<file path="config.mk">
export PLATFORM = sky130hd
export DESIGN_NAME = uart_flat
export DESIGN_NICKNAME = d
export VERILOG_FILES = /design/src/rtl/uart_pkg.sv /design/src/rtl/uart_if.sv /design/src/rtl/uart_rx_fifo.sv /design/src/rtl/uart.sv /design/src/flat_wrapper.sv
export SDC_FILE = /design/constraint.sdc
export NUM_CORES = 1
export LEC_CHECK = 0
export BUFFER_PORTS_ARGS = -buffer_cell sky130_fd_sc_hd__buf_2
export CORE_MARGIN = 3
export CORE_UTILIZATION = 68
export CTS_CLUSTER_DIAMETER = 200
export DETAILED_ROUTE_END_ITERATION = 6
export PLACE_DENSITY = 0.86
export RECOVER_POWER = 25
export SYNTH_ARGS = -nofsm -noshare
export SYNTH_HDL_FRONTEND = slang
export SYNTH_SLANG_ARGS = --single-unit
</file>
<file path="constraint.sdc">
create_clock -name clk_i -period 5.6 [get_ports clk_i]
set_clock_uncertainty 0.05 [all_clocks]
set_input_delay 1.12 -clock clk_i [delete_from_list [all_inputs] [get_ports clk_i]]
set_output_delay 1.12 -clock clk_i [all_outputs]
set_load 0.02 [all_outputs]
</file>
<file path="src/rtl/uart_pkg.sv">
// Shared definitions for the uart peripheral: register map, STATUS bit
// positions, FSM state encodings and the divisor floor.
package uart_pkg;

    localparam logic [2:0] ADDR_DATA   = 3'd0;
    localparam logic [2:0] ADDR_STATUS = 3'd1;
    localparam logic [2:0] ADDR_DIVLO  = 3'd2;
    localparam logic [2:0] ADDR_DIVHI  = 3'd3;

    localparam int ST_RX_AVAIL   = 0;
    localparam int ST_TX_READY   = 1;
    localparam int ST_TX_BUSY    = 2;
    localparam int ST_RX_OVERRUN = 3;
    localparam int ST_FRAME_ERR  = 4;

    localparam logic [15:0] MIN_DIV = 16'd4;

    typedef enum logic [1:0] {TX_IDLE, TX_START, TX_DATA, TX_STOP} txState_t;
    typedef enum logic [1:0] {RX_IDLE, RX_START, RX_DATA, RX_STOP} rxState_t;

    // Divisors below MIN_DIV would leave no room for the mid-bit RX sample.
    function automatic logic [15:0] effectiveDiv(input logic [15:0] div);
        return (div < MIN_DIV) ? MIN_DIV : div;
    endfunction

endpackage

</file>
<file path="src/rtl/uart_if.sv">
// CPU-side register bus of the uart (UARTaddr/UARTwrite/UARTwe/UARTread).
interface uart_if;
    logic [2:0] addr;
    logic [7:0] wdata;
    logic       we;
    logic       re;
    logic [7:0] rdata;

    modport master (output addr, wdata, we, re, input rdata);
    modport slave  (input addr, wdata, we, re, output rdata);
endinterface

</file>
<file path="src/rtl/uart_rx_fifo.sv">
// Small synchronous byte FIFO holding received characters; head is
// visible combinationally, pop on empty and push on full are ignored.
module uart_rx_fifo #(
    parameter int DEPTH = 4
) (
    input  logic       clk_i,
    input  logic       reset_i,
    input  logic       push_i,
    input  logic       pop_i,
    input  logic [7:0] data_i,
    output logic [7:0] head_o,
    output logic       empty_o,
    output logic       full_o
);
    localparam int AW = $clog2(DEPTH);
    localparam logic [AW:0] FULL_COUNT = (AW + 1)'(DEPTH);

    logic [7:0]    mem_q [DEPTH];
    logic [AW-1:0] wrPtr_q, rdPtr_q;
    logic [AW:0]   count_q;
    logic          doPush, doPop;

    assign empty_o = (count_q == '0);
    assign full_o  = (count_q == FULL_COUNT);
    assign doPop   = pop_i && !empty_o;
    // A pop in the same cycle frees the slot, so a push into a full FIFO still lands.
    assign doPush  = push_i && (!full_o || doPop);
    assign head_o  = mem_q[rdPtr_q];

    always_ff @(posedge clk_i) begin
        if (doPush) begin
            mem_q[wrPtr_q] <= data_i;
        end
    end

    always_ff @(posedge clk_i) begin
        if (reset_i) begin
            wrPtr_q <= '0;
            rdPtr_q <= '0;
            count_q <= '0;
        end else begin
            if (doPush) begin
                wrPtr_q <= wrPtr_q + 1'b1;
            end
            if (doPop) begin
                rdPtr_q <= rdPtr_q + 1'b1;
            end
            if (doPush && !doPop) begin
                count_q <= count_q + 1'b1;
            end else if (doPop && !doPush) begin
                count_q <= count_q - 1'b1;
            end
        end
    end

endmodule

</file>
<file path="src/rtl/uart.sv">
// Byte-wide 8N1 UART: one-byte THR feeding a TX shifter, oversampling-free
// mid-bit RX into a small FIFO, programmable baud divisor.
module uart
    import uart_pkg::*;
#(
    parameter logic [15:0] DIV_DEFAULT = 16'd434,
    parameter int          RX_DEPTH    = 4
) (
    input  logic   clk_i,
    input  logic   reset_i,
    uart_if.slave  bus,
    input  logic   rx_i,
    output logic   tx_o
);
    logic [15:0] div_q;
    logic [15:0] effDiv, halfDiv;

    logic        wrData, wrStatus, popReq;

    txState_t    txState_q;
    logic [15:0] txCnt_q;
    logic [2:0]  txBit_q;
    logic [7:0]  txShift_q, thr_q;
    logic        thrFull_q, tx_q;

    logic        rxSync1_q, rxSync2_q;
    rxState_t    rxState_q;
    logic [15:0] rxCnt_q;
    logic [2:0]  rxBit_q;
    logic [7:0]  rxShift_q;
    logic        rxPush_q, rxFrameErr_q;

    logic        overrun_q, overrun_d, frameErr_q, frameErr_d;
    logic [7:0]  fifoHead;
    logic        fifoEmpty, fifoFull;

    assign effDiv   = effectiveDiv(div_q);
    assign halfDiv  = effDiv >> 1;
    assign wrData   = bus.we && (bus.addr == ADDR_DATA);
    assign wrStatus = bus.we && (bus.addr == ADDR_STATUS);
    assign popReq   = bus.re && (bus.addr == ADDR_DATA);
    assign tx_o     = tx_q;

    always_ff @(posedge clk_i) begin
        if (reset_i) begin
            div_q <= DIV_DEFAULT;
        end else if (bus.we && bus.addr == ADDR_DIVLO) begin
            div_q[7:0] <= bus.wdata;
        end else if (bus.we && bus.addr == ADDR_DIVHI) begin
            div_q[15:8] <= bus.wdata;
        end
    end

    // tx_q reflects the state held during the previous cycle, hence tx falls one cycle after START is entered.
    always_ff @(posedge clk_i) begin
        if (reset_i) begin
            txState_q <= TX_IDLE;
            txCnt_q   <= '0;
            txBit_q   <= '0;
            txShift_q <= '0;
            thr_q     <= '0;
            thrFull_q <= 1'b0;
            tx_q      <= 1'b1;
        end else begin
            case (txState_q)
                TX_START: tx_q <= 1'b0;
                TX_DATA:  tx_q <= txShift_q[0];
                default:  tx_q <= 1'b1;
            endcase
            if (wrData && !thrFull_q) begin
                thr_q     <= bus.wdata;
                thrFull_q <= 1'b1;
            end
            case (txState_q)
                TX_IDLE: begin
                    if (thrFull_q) begin
                        txShift_q <= thr_q;
                        thrFull_q <= 1'b0;
                        txCnt_q   <= effDiv - 16'd1;
                        txState_q <= TX_START;
                    end
                end
                TX_START: begin
                    if (txCnt_q == '0) begin
                        txCnt_q   <= effDiv - 16'd1;
                        txBit_q   <= '0;
                        txState_q <= TX_DATA;
                    end else begin
                        txCnt_q <= txCnt_q - 16'd1;
                    end
                end
                TX_DATA: begin
                    if (txCnt_q == '0) begin
                        txCnt_q   <= effDiv - 16'd1;
                        txShift_q <= txShift_q >> 1;
                        if (txBit_q == 3'd7) begin
                            txState_q <= TX_STOP;
                        end else begin
                            txBit_q <= txBit_q + 3'd1;
                        end
                    end else begin
                        txCnt_q <= txCnt_q - 16'd1;
                    end
                end
                TX_STOP: begin
                    if (txCnt_q == '0) begin
                        if (thrFull_q) begin
                            txShift_q <= thr_q;
                            thrFull_q <= 1'b0;
                            txCnt_q   <= effDiv - 16'd1;
                            txState_q <= TX_START;
                        end else begin
                            txState_q <= TX_IDLE;
                        end
                    end else begin
                        txCnt_q <= txCnt_q - 16'd1;
                    end
                end
            endcase
        end
    end

    always_ff @(posedge clk_i) begin
        if (reset_i) begin
            rxSync1_q    <= 1'b1;
            rxSync2_q    <= 1'b1;
            rxState_q    <= RX_IDLE;
            rxCnt_q      <= '0;
            rxBit_q      <= '0;
            rxShift_q    <= '0;
            rxPush_q     <= 1'b0;
            rxFrameErr_q <= 1'b0;
        end else begin
            rxSync1_q    <= rx_i;
            rxSync2_q    <= rxSync1_q;
            rxPush_q     <= 1'b0;
            rxFrameErr_q <= 1'b0;
            case (rxState_q)
                RX_IDLE: begin
                    if (!rxSync2_q) begin
                        rxCnt_q   <= halfDiv - 16'd1;
                        rxState_q <= RX_START;
                    end
                end
                RX_START: begin
                    if (rxCnt_q == '0) begin
                        if (rxSync2_q) begin
                            rxState_q <= RX_IDLE;
                        end else begin
                            rxCnt_q   <= effDiv - 16'd1;
                            rxBit_q   <= '0;
                            rxState_q <= RX_DATA;
                        end
                    end else begin
                        rxCnt_q <= rxCnt_q - 16'd1;
                    end
                end
                RX_DATA: begin
                    if (rxCnt_q == '0) begin
                        rxShift_q <= {rxSync2_q, rxShift_q[7:1]};
                        rxCnt_q   <= effDiv - 16'd1;
                        if (rxBit_q == 3'd7) begin
                            rxState_q <= RX_STOP;
                        end else begin
                            rxBit_q <= rxBit_q + 3'd1;
                        end
                    end else begin
                        rxCnt_q <= rxCnt_q - 16'd1;
                    end
                end
                RX_STOP: begin
                    if (rxCnt_q == '0) begin
                        rxPush_q     <= rxSync2_q;
                        rxFrameErr_q <= !rxSync2_q;
                        rxState_q    <= RX_IDLE;
                    end else begin
                        rxCnt_q <= rxCnt_q - 16'd1;
                    end
                end
            endcase
        end
    end

    uart_rx_fifo #(.DEPTH(RX_DEPTH)) rxFifo (
        .clk_i   (clk_i),
        .reset_i (reset_i),
        .push_i  (rxPush_q),
        .pop_i   (popReq),
        .data_i  (rxShift_q),
        .head_o  (fifoHead),
        .empty_o (fifoEmpty),
        .full_o  (fifoFull)
    );

    // Sticky flags: a STATUS write clears them, but a same-cycle new event wins.
    always_comb begin
        overrun_d  = overrun_q;
        frameErr_d = frameErr_q;
        if (wrStatus) begin
            overrun_d  = 1'b0;
            frameErr_d = 1'b0;
        end
        if (rxPush_q && fifoFull && !popReq) begin
            overrun_d = 1'b1;
        end
        if (rxFrameErr_q) begin
            frameErr_d = 1'b1;
        end
    end

    always_ff @(posedge clk_i) begin
        if (reset_i) begin
            overrun_q  <= 1'b0;
            frameErr_q <= 1'b0;
        end else begin
            overrun_q  <= overrun_d;
            frameErr_q <= frameErr_d;
        end
    end

    always_comb begin
        bus.rdata = 8'h00;
        case (bus.addr)
            ADDR_DATA:   bus.rdata = fifoEmpty ? 8'h00 : fifoHead;
            ADDR_STATUS: begin
                bus.rdata[ST_RX_AVAIL]   = !fifoEmpty;
                bus.rdata[ST_TX_READY]   = !thrFull_q;
                bus.rdata[ST_TX_BUSY]    = (txState_q != TX_IDLE);
                bus.rdata[ST_RX_OVERRUN] = overrun_q;
                bus.rdata[ST_FRAME_ERR]  = frameErr_q;
            end
            ADDR_DIVLO:  bus.rdata = div_q[7:0];
            ADDR_DIVHI:  bus.rdata = div_q[15:8];
            default:     bus.rdata = 8'h00;
        endcase
    end

endmodule
</file>
<file path="src/flat_wrapper.sv">
// flat-port wrapper written by rule: the top's interface ports become plain ports
module uart_flat import uart_pkg::*;
#(
    parameter logic [15:0] DIV_DEFAULT = 16'd434,
    parameter int          RX_DEPTH    = 4
)
  (clk_i, reset_i, rx_i, tx_o, bus_addr, bus_wdata, bus_we, bus_re, bus_rdata);
  uart_if bus_i ();
  input  logic clk_i;
  input  logic reset_i;
  input  logic rx_i;
  output logic tx_o;
  input wire logic [$bits(bus_i.addr)-1:0] bus_addr;
  input wire logic [$bits(bus_i.wdata)-1:0] bus_wdata;
  input wire logic [$bits(bus_i.we)-1:0] bus_we;
  input wire logic [$bits(bus_i.re)-1:0] bus_re;
  output wire logic [$bits(bus_i.rdata)-1:0] bus_rdata;
  assign bus_i.addr = bus_addr;
  assign bus_i.wdata = bus_wdata;
  assign bus_i.we = bus_we;
  assign bus_i.re = bus_re;
  assign bus_rdata = bus_i.rdata;
  uart #(.DIV_DEFAULT(DIV_DEFAULT), .RX_DEPTH(RX_DEPTH)) u_core (.clk_i(clk_i), .reset_i(reset_i), .bus(bus_i), .rx_i(rx_i), .tx_o(tx_o));
endmodule
</file>
== Word level (Yosys, flattened, before mapping) ==
Memories as Yosys holds them, arrays and structs flattened. A register that Yosys moved wholly into a read port is not among the register bits.
Cells that the tools add are included.

* Reductions and logical operators: 43
* Bitwise logic cells: 3
* Add/subtract/negate cells: 10
* Equality and inequality tests: 27
* Mux-type cells: 55
* $lt $le $gt $ge: 1

{| class="wikitable"
|+ Operators with widths
! kind !! count
|-
| $mux W16 || 9
|-
| $pmux W16 S4 || 1
|-
| $pmux W16 S3 || 1
|-
| $sub A16 B1 Y16 const B || 3
|-
| $logic_not A16 Y1 || 2
|-
| $mux W8 || 4
|-
| $mux W3 || 9
|-
| $mux W2 || 13
|-
| $pmux W8 S3 || 1
|-
| $pmux W5 S4 || 1
|-
| $ne A2 B1 Y1 const B || 9
|-
| $lt A16 B3 Y1 const B || 1
|-
| $pmux W2 S4 || 2
|-
| $sub A15 B1 Y16 const B || 1
|-
| $reduce_and A5 Y1 || 3
|-
| $logic_and A1 B1 Y1 || 12
|-
| $pmux W3 S2 || 2
|-
| $reduce_bool A2 Y1 || 6
|-
| $ne A2 B2 Y1 const B || 5
|-
| $add A3 B1 Y3 const B || 3
|-
| $eq A3 B3 Y1 const B || 3
|-
| $mux W1 || 9
|-
| $pmux W3 S3 || 1
|-
| $eq A2 B2 Y1 const B || 4
|-
| 18 further kinds || 34
|}

* Memory bits (writable): 32
* Flip-flop bits (word level): 97
* Logic and storage cells: 162
* Memories: 1

{| class="wikitable"
|+ Memories
! name !! words !! width !! read ports !! clocked after Yosys merged registers in !! write ports !! RTL line !! text
|-
| u_core.rxFifo.mem_q || 4 || 8 || 1 || 1 || 1 || uart_rx_fifo.sv:18 || <nowiki>logic [7:0] mem_q [DEPTH];</nowiki>
|}

== Longest topological paths before layout ==
Gate-level depths: netlist of the first run.

* Depth after elaboration: 9
* Mapped depth: 11
* Mapped depth without buffers: 10

== Cells and area by module ==
From an unflattened synthesis of the first run, not the netlist that was laid out.

* Cell total of the unflattened synthesis: 874
* Area, all modules: 7,623.6 um^2

{| class="wikitable"
|+ By module, submodules not included
! module !! seq. area each (um^2) !! cells each !! times used !! area each (um^2)
|-
| uart || 1,801.7 || 784 || 1 || 5,990.7
|-
| uart_rx_fifo || 1,141.1 || 90 || 1 || 1,632.8
|}

== Least setup slack after synthesis of the first run ==
No wires, ideal clock.

* Path type: input to output
* From: input port bus_addr[1]
* To: output port bus_rdata[4]
* Cell stages on the path: 4
* Required time: 4,430 ps
* Setup slack: 2,163 ps
* Path buffers: 1
* Data arrival time: 2,267 ps
* Path through: clkbuf_1 > nor2b_1 > a22oi_1 > o21ai_0

* Word-level cells in the longest chain between the ends: 2
* Elaborated cells between the ends (all ways): 5
* Those cells by class: 3 x eq/ne; 1 x mux; 1 x reduce/logical

{| class="wikitable"
|+ Ends and longest elaborated chain
! element !! RTL line !! text
|-
| from (decl) || flat_wrapper.sv:13 || <nowiki>input wire logic [$bits(bus_i.addr)-1:0] bus_addr;</nowiki>
|-
| $eq A3 B2 Y1 (tied with other cells) || uart.sv:223 || <nowiki>case (bus.addr)</nowiki>
|-
| $pmux W5 S4 * || uart.sv:223 ||
|-
| to (decl) || flat_wrapper.sv:17 || <nowiki>output wire logic [$bits(bus_i.rdata)-1:0] bus_rdata;</nowiki>
|}

Mark *: on every way between the ends. The rest lies on a longest branch, timed or not.

== Final worst setup path of the first run ==
* From: register u_core.div_q[9]
* To: register u_core.txCnt_q[8]

* Word-level cells in the longest chain between the ends: 6
* Elaborated cells between the ends (all ways): 7
* Those cells by class: 1 x add/sub; 1 x order compare; 5 x mux

{| class="wikitable"
|+ Ends and longest elaborated chain
! element !! RTL line !! text
|-
| from (decl) || uart.sv:15 || <nowiki>logic [15:0] div_q;</nowiki>
|-
| from (signal assigned) || uart.sv:50 || <nowiki>div_q[15:8] <= bus.wdata;</nowiki>
|-
| $lt A16 B3 Y1 * || uart_pkg.sv:23 || <nowiki>return (div < MIN_DIV) ? MIN_DIV : div;</nowiki>
|-
| $mux W16 * || uart_pkg.sv:23 ||
|-
| $sub A16 B1 Y16 * || -- ||
|-
| $mux W16 || uart.sv:76, uart.sv:107 ||
|-
| $mux W16 || uart.sv:106 || <nowiki>if (txCnt_q == '0) begin</nowiki>
|-
| $pmux W16 S3 * || uart.sv:74 || <nowiki>case (txState_q)</nowiki>
|-
| to (signal assigned) || uart.sv:79 || <nowiki>txCnt_q <= effDiv - 16'd1;</nowiki>
|-
| to (signal assigned) || uart.sv:85 || <nowiki>txCnt_q <= effDiv - 16'd1;</nowiki>
|-
| to (signal assigned) || uart.sv:94 || <nowiki>txCnt_q <= effDiv - 16'd1;</nowiki>
|-
| to (decl) || uart.sv:21 || <nowiki>logic [15:0] txCnt_q;</nowiki>
|}

Marks and branches as above.
A chain may end at the register's enable or synchronous reset.

==> flow_summary.json, run 1 <==
{
  "status": "complete, but fails checks",
  "failed_checks": "design-rule violations",
  "netSwitchingFraction": 0.3913,
  "ff2ff_path_depth": 10,
  "grt_max_degree": 82,
  "critPathLaunchType": "flip-flop",
  "clock_sinks": 131,
  "cts_max_path_buffers": 2,
  "pin_count": 25,
  "worstPathMaxFanout": 10,
  "yosysTopAreaCell": "dfxtp_1",
  "drive_gt1_frac": 0.1112,
  "cellPowerDensity_nw_per_um2": 424.9,
  "start_util": 0.7122,
  "root_buffer": "clkbuf_8",
  "diodes": 0,
  "pwr-share-comb": 0.373,
  "min_period_ps": 3945,
  "drc_errors": 3,
  "power.internal_mw": 2.094,
  "r2r-end": "u_core.txCnt_q[8]$_SDFF_PP0_",
  "vias": 6841,
  "setup_viol": 0,
  "areaGrowthSynthToFinish_pct": 7.723,
  "num-nets-final": 892,
  "async_flop_share": 0,
  "fmax_ghz": 0.2535,
  "design.core.area_um2": 10560,
  "std_cell_rows": 37,
  "place_inst": 967,
  "hold_buffers": 0,
  "antenna_found_initial": 0,
  "timing_worst_setup_path_type": "flip-flop to flip-flop",
  "hold_class": "flip-flop to flip-flop",
  "routed_via_density": 6.848,
  "dp_hpwl_um": 13680,
  "syn_area_um2": 7517,
  "clkTransAtPathRegs_ps": 60,
  "insertion_delay_ps": 540,
  "grt_usage": 0.3351,
  "die_h_um": 111.1,
  "post_drt_wl_per_cell_um": 20.46,
  "synth_edf_count": 32,
  "worstPathRequired_ps": 6010,
  "grt_pass1_vias": 6649,
  "max-cap-violations": 0,
  "timing.rr.start": "u_core.div_q[9]$_SDFFE_PP0P_",
  "cts_tree": "yes",
  "period_share": 0.7045,
  "holdCritStartpoint": "u_core.rxSync1_q$_SDFF_PP1_",
  "arrival_ps": 4360,
  "power_leakage_nw": 2.915,
  "cts_max_level": 4,
  "synthTopCellsByCount": "nand2_1, dfxtp_1, nor2_1, a21oi_1, o21ai_0",
  "drtAntennaViolNets": 0,
  "crit_path_end_kind": "flip-flop",
  "ys_seq_area_frac": 0.3915,
  "synth_nets": 904,
  "cts_resized": 0,
  "peakVddDrop_v": 0.0002837,
  "wirelength_um": 20440,
  "synth_top_flop_cell": "dfxtp_1",
  "total_power_mw": 3.441,
  "ys.warnings.count": 0,
  "pwr-share-clk": 0.301,
  "ys_types": 81,
  "dieWidth_um": 111.1,
  "rsz0062_at_grt": "false",
  "slew_headroom": 0.2422,
  "seq_power_share": 0.325,
  "syn_area_per_cell_um2": 8.721,
  "netlist.area_leader.share": 0.2636,
  "grt_pass1_wl_um": 33600,
  "whs_path_depth": 1,
  "place_congestion": 0.9347,
  "fin_cells": 999,
  "worst_pin_slew_ps": 1131,
  "slew_violations": 0,
  "drt-initial-drc-count": 824,
  "min_to": "u_core.rxSync2_q$_SDFF_PP1_",
  "grt.overflow.total": 0,
  "ys_ff_latch": 131,
  "cts_buffers": 17,
  "portBuffers": 24,
  "fin_tns_setup_ps": 0,
  "synthCells": 862,
  "r2r_slack_ps": 1650,
  "drt-pass1-iter-count": 7,
  "cts_setup_buffers": 0,
  "synth.most_common_cell": "nand2_1",
  "dieArea_um2": 12350,
  "switching_power_mw": 1.346,
  "synthTopCellsByArea": "dfxtp_1, edfxtp_1, nand2_1",
  "hold_violations": 0
}
[power by group through the flow]
stage	sequential, mW	clock (mW)	combinational [mW]
after floorplan	1.11	0	1.04
after global placement	1.13	0	1.20
after detailed placement	1.13	0	1.24
after CTS	1.11	1.04	1.25
after global routing	1.13	1.08	1.41
final	1.12	1.04	1.28
[state kept, by name (all words and copies together), names as in the netlist, 2 cells and up, named ones only]
signal	count
u_core.rxFifo.mem_q	32
u_core.div_q	16
u_core.rxCnt_q	16
u_core.txCnt_q	16
u_core.rxShift_q	8
u_core.thr_q	8
u_core.txShift_q	8
u_core.rxBit_q	3
u_core.rxFifo.count_q	3
u_core.txBit_q	3
u_core.rxFifo.rdPtr_q	2
u_core.rxFifo.wrPtr_q	2
u_core.txState_q	2
[critical path, cell delays in order, from the launching register on]
cell and delay [ps]:
dfxtp_1 430, nor4_2 660, a41oi_1 550, inv_1 160
ha_1 200, nor3b_1 640, nand2_1 160, nor2_1 160
xor2_1 410, o2111ai_1 170, a32oi_1 270
[final cells by class]
cell class,instances,area [um2]
inverters,30,112.6
clock buffers,23,479.2
well taps,136,170.2
clock inverters,9,70.07
multi-input cells,643,4182
flip-flops and latches,131,2943
fillers,719,2457
repair buffers,27,141.4
[per-layer routing]
metal	wire length [um]	track usage	share of wire
met5	0	0	0
met4	753	0.1533	0.037
met3	2052	0.09225	0.10
met2	9431	0.5287	0.46
met1	8203	0.4297	0.40
[cells in the final DEF, fill, tap and decap left out, types with 4 or more instances in the layout]
cell type | synthesis | routed
nor4_2 | 4 | 4
a22oi_1 | 6 | 6
nand3_1 | 25 | 25
xnor2_1 | 20 | 20
clkbuf_16 | 0 | 18
o22ai_1 | 4 | 4
a21oi_1 | 54 | 54
o31ai_1 | 5 | 5
a221oi_1 | 4 | 4
nand4b_1 | 4 | 4
o2111ai_1 | 5 | 5
or2_2 | 8 | 8
buf_2 | 6 | 23
nor2_1 | 76 | 76
a31oi_1 | 10 | 10
nor3_1 | 13 | 13
or4_1 | 6 | 6
nand4_1 | 7 | 7
edfxtp_1 | 32 | 32
dfxtp_1 | 99 | 99
mux2_2 | 5 | 5
inv_1 | 30 | 30
nor2b_1 | 5 | 5
nand2_1 | 112 | 112
ha_1 | 25 | 25
xor2_1 | 18 | 18
clkinv_4 | 0 | 4
mux2i_1 | 24 | 24
o211ai_1 | 17 | 17
mux4_2 | 8 | 8
o21ai_0 | 52 | 52
and3_1 | 4 | 4
clkbuf_1 | 41 | 5
or3_1 | 8 | 8
a211oi_1 | 20 | 19
and2_1 | 10 | 9
nor4_1 | 14 | 14
nand2b_1 | 5 | 5
[through the flow]
| step | area, um2 | hold WS [ps] | util | worst slack, ps |
|---|---|---|---|---|
| floorplan | 7517 | 339.5 | - | 2163 |
| global placement | 7550 | 341.2 | 0.7153 | 1811 |
| detailed placement | 7550 | 344.5 | 0.7153 | 1743 |
| CTS | 8099 | 358.4 | 0.7673 | 1793 |
| global route | 8098 | 379.8 | 0.7672 | 1398 |
| finish | 8098 | 357.6 | 0.7672 | 1655 |
[how the worst max path moves through the flow]
stage / start / to / slack, ps
floorplan: bus_addr[1] / bus_rdata[4] / 2160
global placement: bus_addr[1] / bus_rdata[2] / 1810
detailed placement: bus_addr[1] / bus_rdata[2] / 1740
CTS: u_core.div_q[9]$_SDFFE_PP0P_ / u_core.txCnt_q[10]$_SDFF_PP0_ / 1790
global route: u_core.div_q[9]$_SDFFE_PP0P_ / u_core.txCnt_q[10]$_SDFF_PP0_ / 1400
finish: u_core.div_q[9]$_SDFFE_PP0P_ / u_core.txCnt_q[8]$_SDFF_PP0_ / 1650
[cell families (layout without fill, tap and decap cells)]
| group | count (synthesis) | in the layout | share of synthesized area |
|---|---|---|---|
| simple gates | 322 | 322 | 0.2120 |
| compound gates | 220 | 220 | 0.1916 |
| flops | 131 | 131 | 0.3915 |
| buf+inv | 88 | 89 | 0.05293 |
| xor+xnor | 38 | 38 | 0.04427 |
| mux | 37 | 37 | 0.06341 |
| fa+ha+maj | 26 | 26 | 0.04427 |
Note: power is estimated with default switching activity, not from simulation.
==> run 2: changes to the inputs <==
--- a/config.mk
+++ b/config.mk
@@ -7,10 +7,10 @@
 export LEC_CHECK = 0
 export BUFFER_PORTS_ARGS = -buffer_cell sky130_fd_sc_hd__buf_2
 export CORE_MARGIN = 3
-export CORE_UTILIZATION = 68
+export CORE_UTILIZATION = 57
 export CTS_CLUSTER_DIAMETER = 200
 export DETAILED_ROUTE_END_ITERATION = 6
-export PLACE_DENSITY = 0.86
+export PLACE_DENSITY = 0.77
 export RECOVER_POWER = 25
 export SYNTH_ARGS = -nofsm -noshare
 export SYNTH_HDL_FRONTEND = slang
==> constraint.sdc (replaced) <==
create_clock -name clk_i -period 3.2 [get_ports clk_i]
set_clock_uncertainty 0.05 [all_clocks]
set_input_delay 0.64 -clock clk_i [delete_from_list [all_inputs] [get_ports clk_i]]
set_output_delay 0.64 -clock clk_i [all_outputs]
set_load 0.02 [all_outputs]
==> run 2 against run 1 <==
Against the previous run: the run ends with max-capacitance violations, max-slew violations left; first-iteration DRC count rose by 1.2%; via count rose by 1.5%; cell count rose by 7.4%; register-to-register slack got worse by 1400 ps; highest routed layer unchanged; non-clock buffer count rose by 38; sequential share of layout area fell by 1.5 points; critical path depth rose by 2; worst hold slack got worse by 14 ps; worst setup slack got worse by 1400 ps; sequential power rose by 74%.
==> flow_summary.json, run 2 (synthesis gave the netlist of run 1 again) <==
{
  "status": "complete, but fails checks",
  "failed_checks": "max-capacitance violations, max-slew violations",
  "crit_path_end_kind": "flip-flop",
  "seq_power_share": 0.312,
  "grt_max_degree": 43,
  "top_register": "u_core.rxFifo.mem_q",
  "pwr-share-clk": 0.305,
  "max-cap-violations": 1,
  "pin_count": 25,
  "post_drt_wl_per_cell_um": 19.65,
  "fin_tns_setup_ps": 0,
  "slew_headroom": -0.4906,
  "layout_common_cells": "nand2_1, dfxtp_1, nor2_1",
  "routed_via_density": 6.473,
  "std_cell_rows": 41,
  "grt_pass1_wl_um": 34080,
  "die_h_um": 120.8,
  "cts_max_path_buffers": 2,
  "drt-pass1-iter-count": 5,
  "cts_max_level": 4,
  "busiest_layer": "met2",
  "diodes": 0,
  "place_congestion": 0.9917,
  "grt.overflow.total": 0,
  "dieWidth_um": 120.8,
  "fmax_ghz": 0.3351,
  "start_util": 0.5885,
  "dp_hpwl_um": 14520,
  "antenna_found_initial": 0,
  "timing_worst_setup_path_type": "flip-flop to flip-flop",
  "cts_buffers": 17,
  "insertion_delay_ps": 430,
  "fin_cells": 1073,
  "place_ws_ps": 225.9,
  "rsz0062_at_grt": "false",
  "min_period_ps": 2985,
  "num-nets-final": 930,
  "layout_setup_ws_ps": 215.4,
  "hold_buffers": 0,
  "switching_power_mw": 2.480,
  "grt_usage": 0.2954,
  "design.core.area_um2": 12770,
  "wirelength_um": 21080,
  "root_buffer": "clkbuf_16",
  "period_share": 0.9327,
  "dieArea_um2": 14600,
  "cellPowerDensity_nw_per_um2": 741.1,
  "peakVddDrop_v": 0.0005210,
  "power_leakage_nw": 3.106,
  "drt-initial-drc-count": 834,
  "place_inst": 1041,
  "portBuffers": 24,
  "vias": 6945,
  "worst_pin_slew_ps": 2236,
  "largest_reg_flops": 32,
  "drtAntennaViolNets": 0,
  "drive_gt1_frac": 0.1498,
  "arrival_ps": 3300,
  "grt_pass1_vias": 6776,
  "areaGrowthSynthToFinish_pct": 12.43,
  "drc_errors": 0,
  "fillers": 1034,
  "setup_viol": 0,
  "cts_tree": "yes",
  "slew_violations": 43,
  "hold_class": "input port to flip-flop",
  "grtUsageMet3": 0.06221,
  "power.internal_mw": 3.783,
  "clkTransAtPathRegs_ps": 60,
  "fin_util": 0.6617,
  "fin_hold_ws_ps": 343.8,
  "clock_sinks": 131,
  "netSwitchingFraction": 0.3960,
  "gr-usage-met1": 0.3886,
  "hold_violations": 0,
  "worstPathRequired_ps": 3520,
  "worstPathMaxFanout": 5,
  "critPathLaunchType": "flip-flop",
  "use_met2": 0.4647,
  "final_common_cell": "nand2_1",
  "pwr-share-comb": 0.383
}
-- run 2: cell type report --
type | count | area [um2] | area share
multi-input cells | 643 | 4185 | 0.4952
flip-flops and latches | 131 | 2943 | 0.3482
clock buffers | 17 | 425.4 | 0.05033
repair buffers | 65 | 421.7 | 0.04989
well taps | 172 | 215.2 | 0.02546
clock inverters | 15 | 148.9 | 0.01762
inverters | 30 | 112.6 | 0.01332
-- run 2: critical path, cell delays in order (launching register included) --
cell and delay, ps:
dfxtp_1 310, nor4_1 320, buf_4 200, nand4_1 120, nand2_1 160, ha_1 220
nor3b_1 260, buf_4 170, nand2b_1 100, a211oi_1 320, xor2_1 380, o2111ai_1 190
nand3_1 130
-- run 2: power groups by stage --
stage	clock [mW]	sequential [mW]	combinational [mW]
global placement	0	1.97	2.23
detailed placement	0	1.98	2.31
CTS	1.92	1.94	2.33
finish	1.91	1.95	2.40
global route	2.00	1.97	2.62
floorplan	0	1.94	1.82
-- run 2: metal layers --
layer  share of wire  routed length, um
met5               0                  0
met2            0.46               9627
met4           0.039                826
met1            0.42               8789
met3           0.087               1839
-- run 2: metrics by stage --
stage	power, mW	instance area (um2)
final	6.263	8452
after global routing	6.590	8452
after CTS	6.193	8449
after detailed placement	4.283	7875
after global placement	4.197	7875
after floorplan	3.753	7517
-- run 2: what timing repair did --
action | CTS | global route
setup endpoints to repair | 0 | 3
gates resized for setup | 0 | 2
buffers inserted | 0 | 0
-- run 2: final timing paths --
| kind | from | to | slack, ps | cells after the start |
|---|---|---|---|---|
| setup / recovery | u_core.div_q[15]$_SDFFE_PP0P_ | u_core.txCnt_q[7]$_SDFF_PP0_ | 220 | 12 |
| hold / removal | rx_i | u_core.rxSync1_q$_SDFF_PP1_ | 340 | 2 |
| setup reg to reg | u_core.div_q[15]$_SDFFE_PP0P_ | u_core.txCnt_q[7]$_SDFF_PP0_ | 220 | 12 |
| hold reg to reg | u_core.rxSync1_q$_SDFF_PP1_ | u_core.rxSync2_q$_SDFF_PP1_ | 360 | 1 |
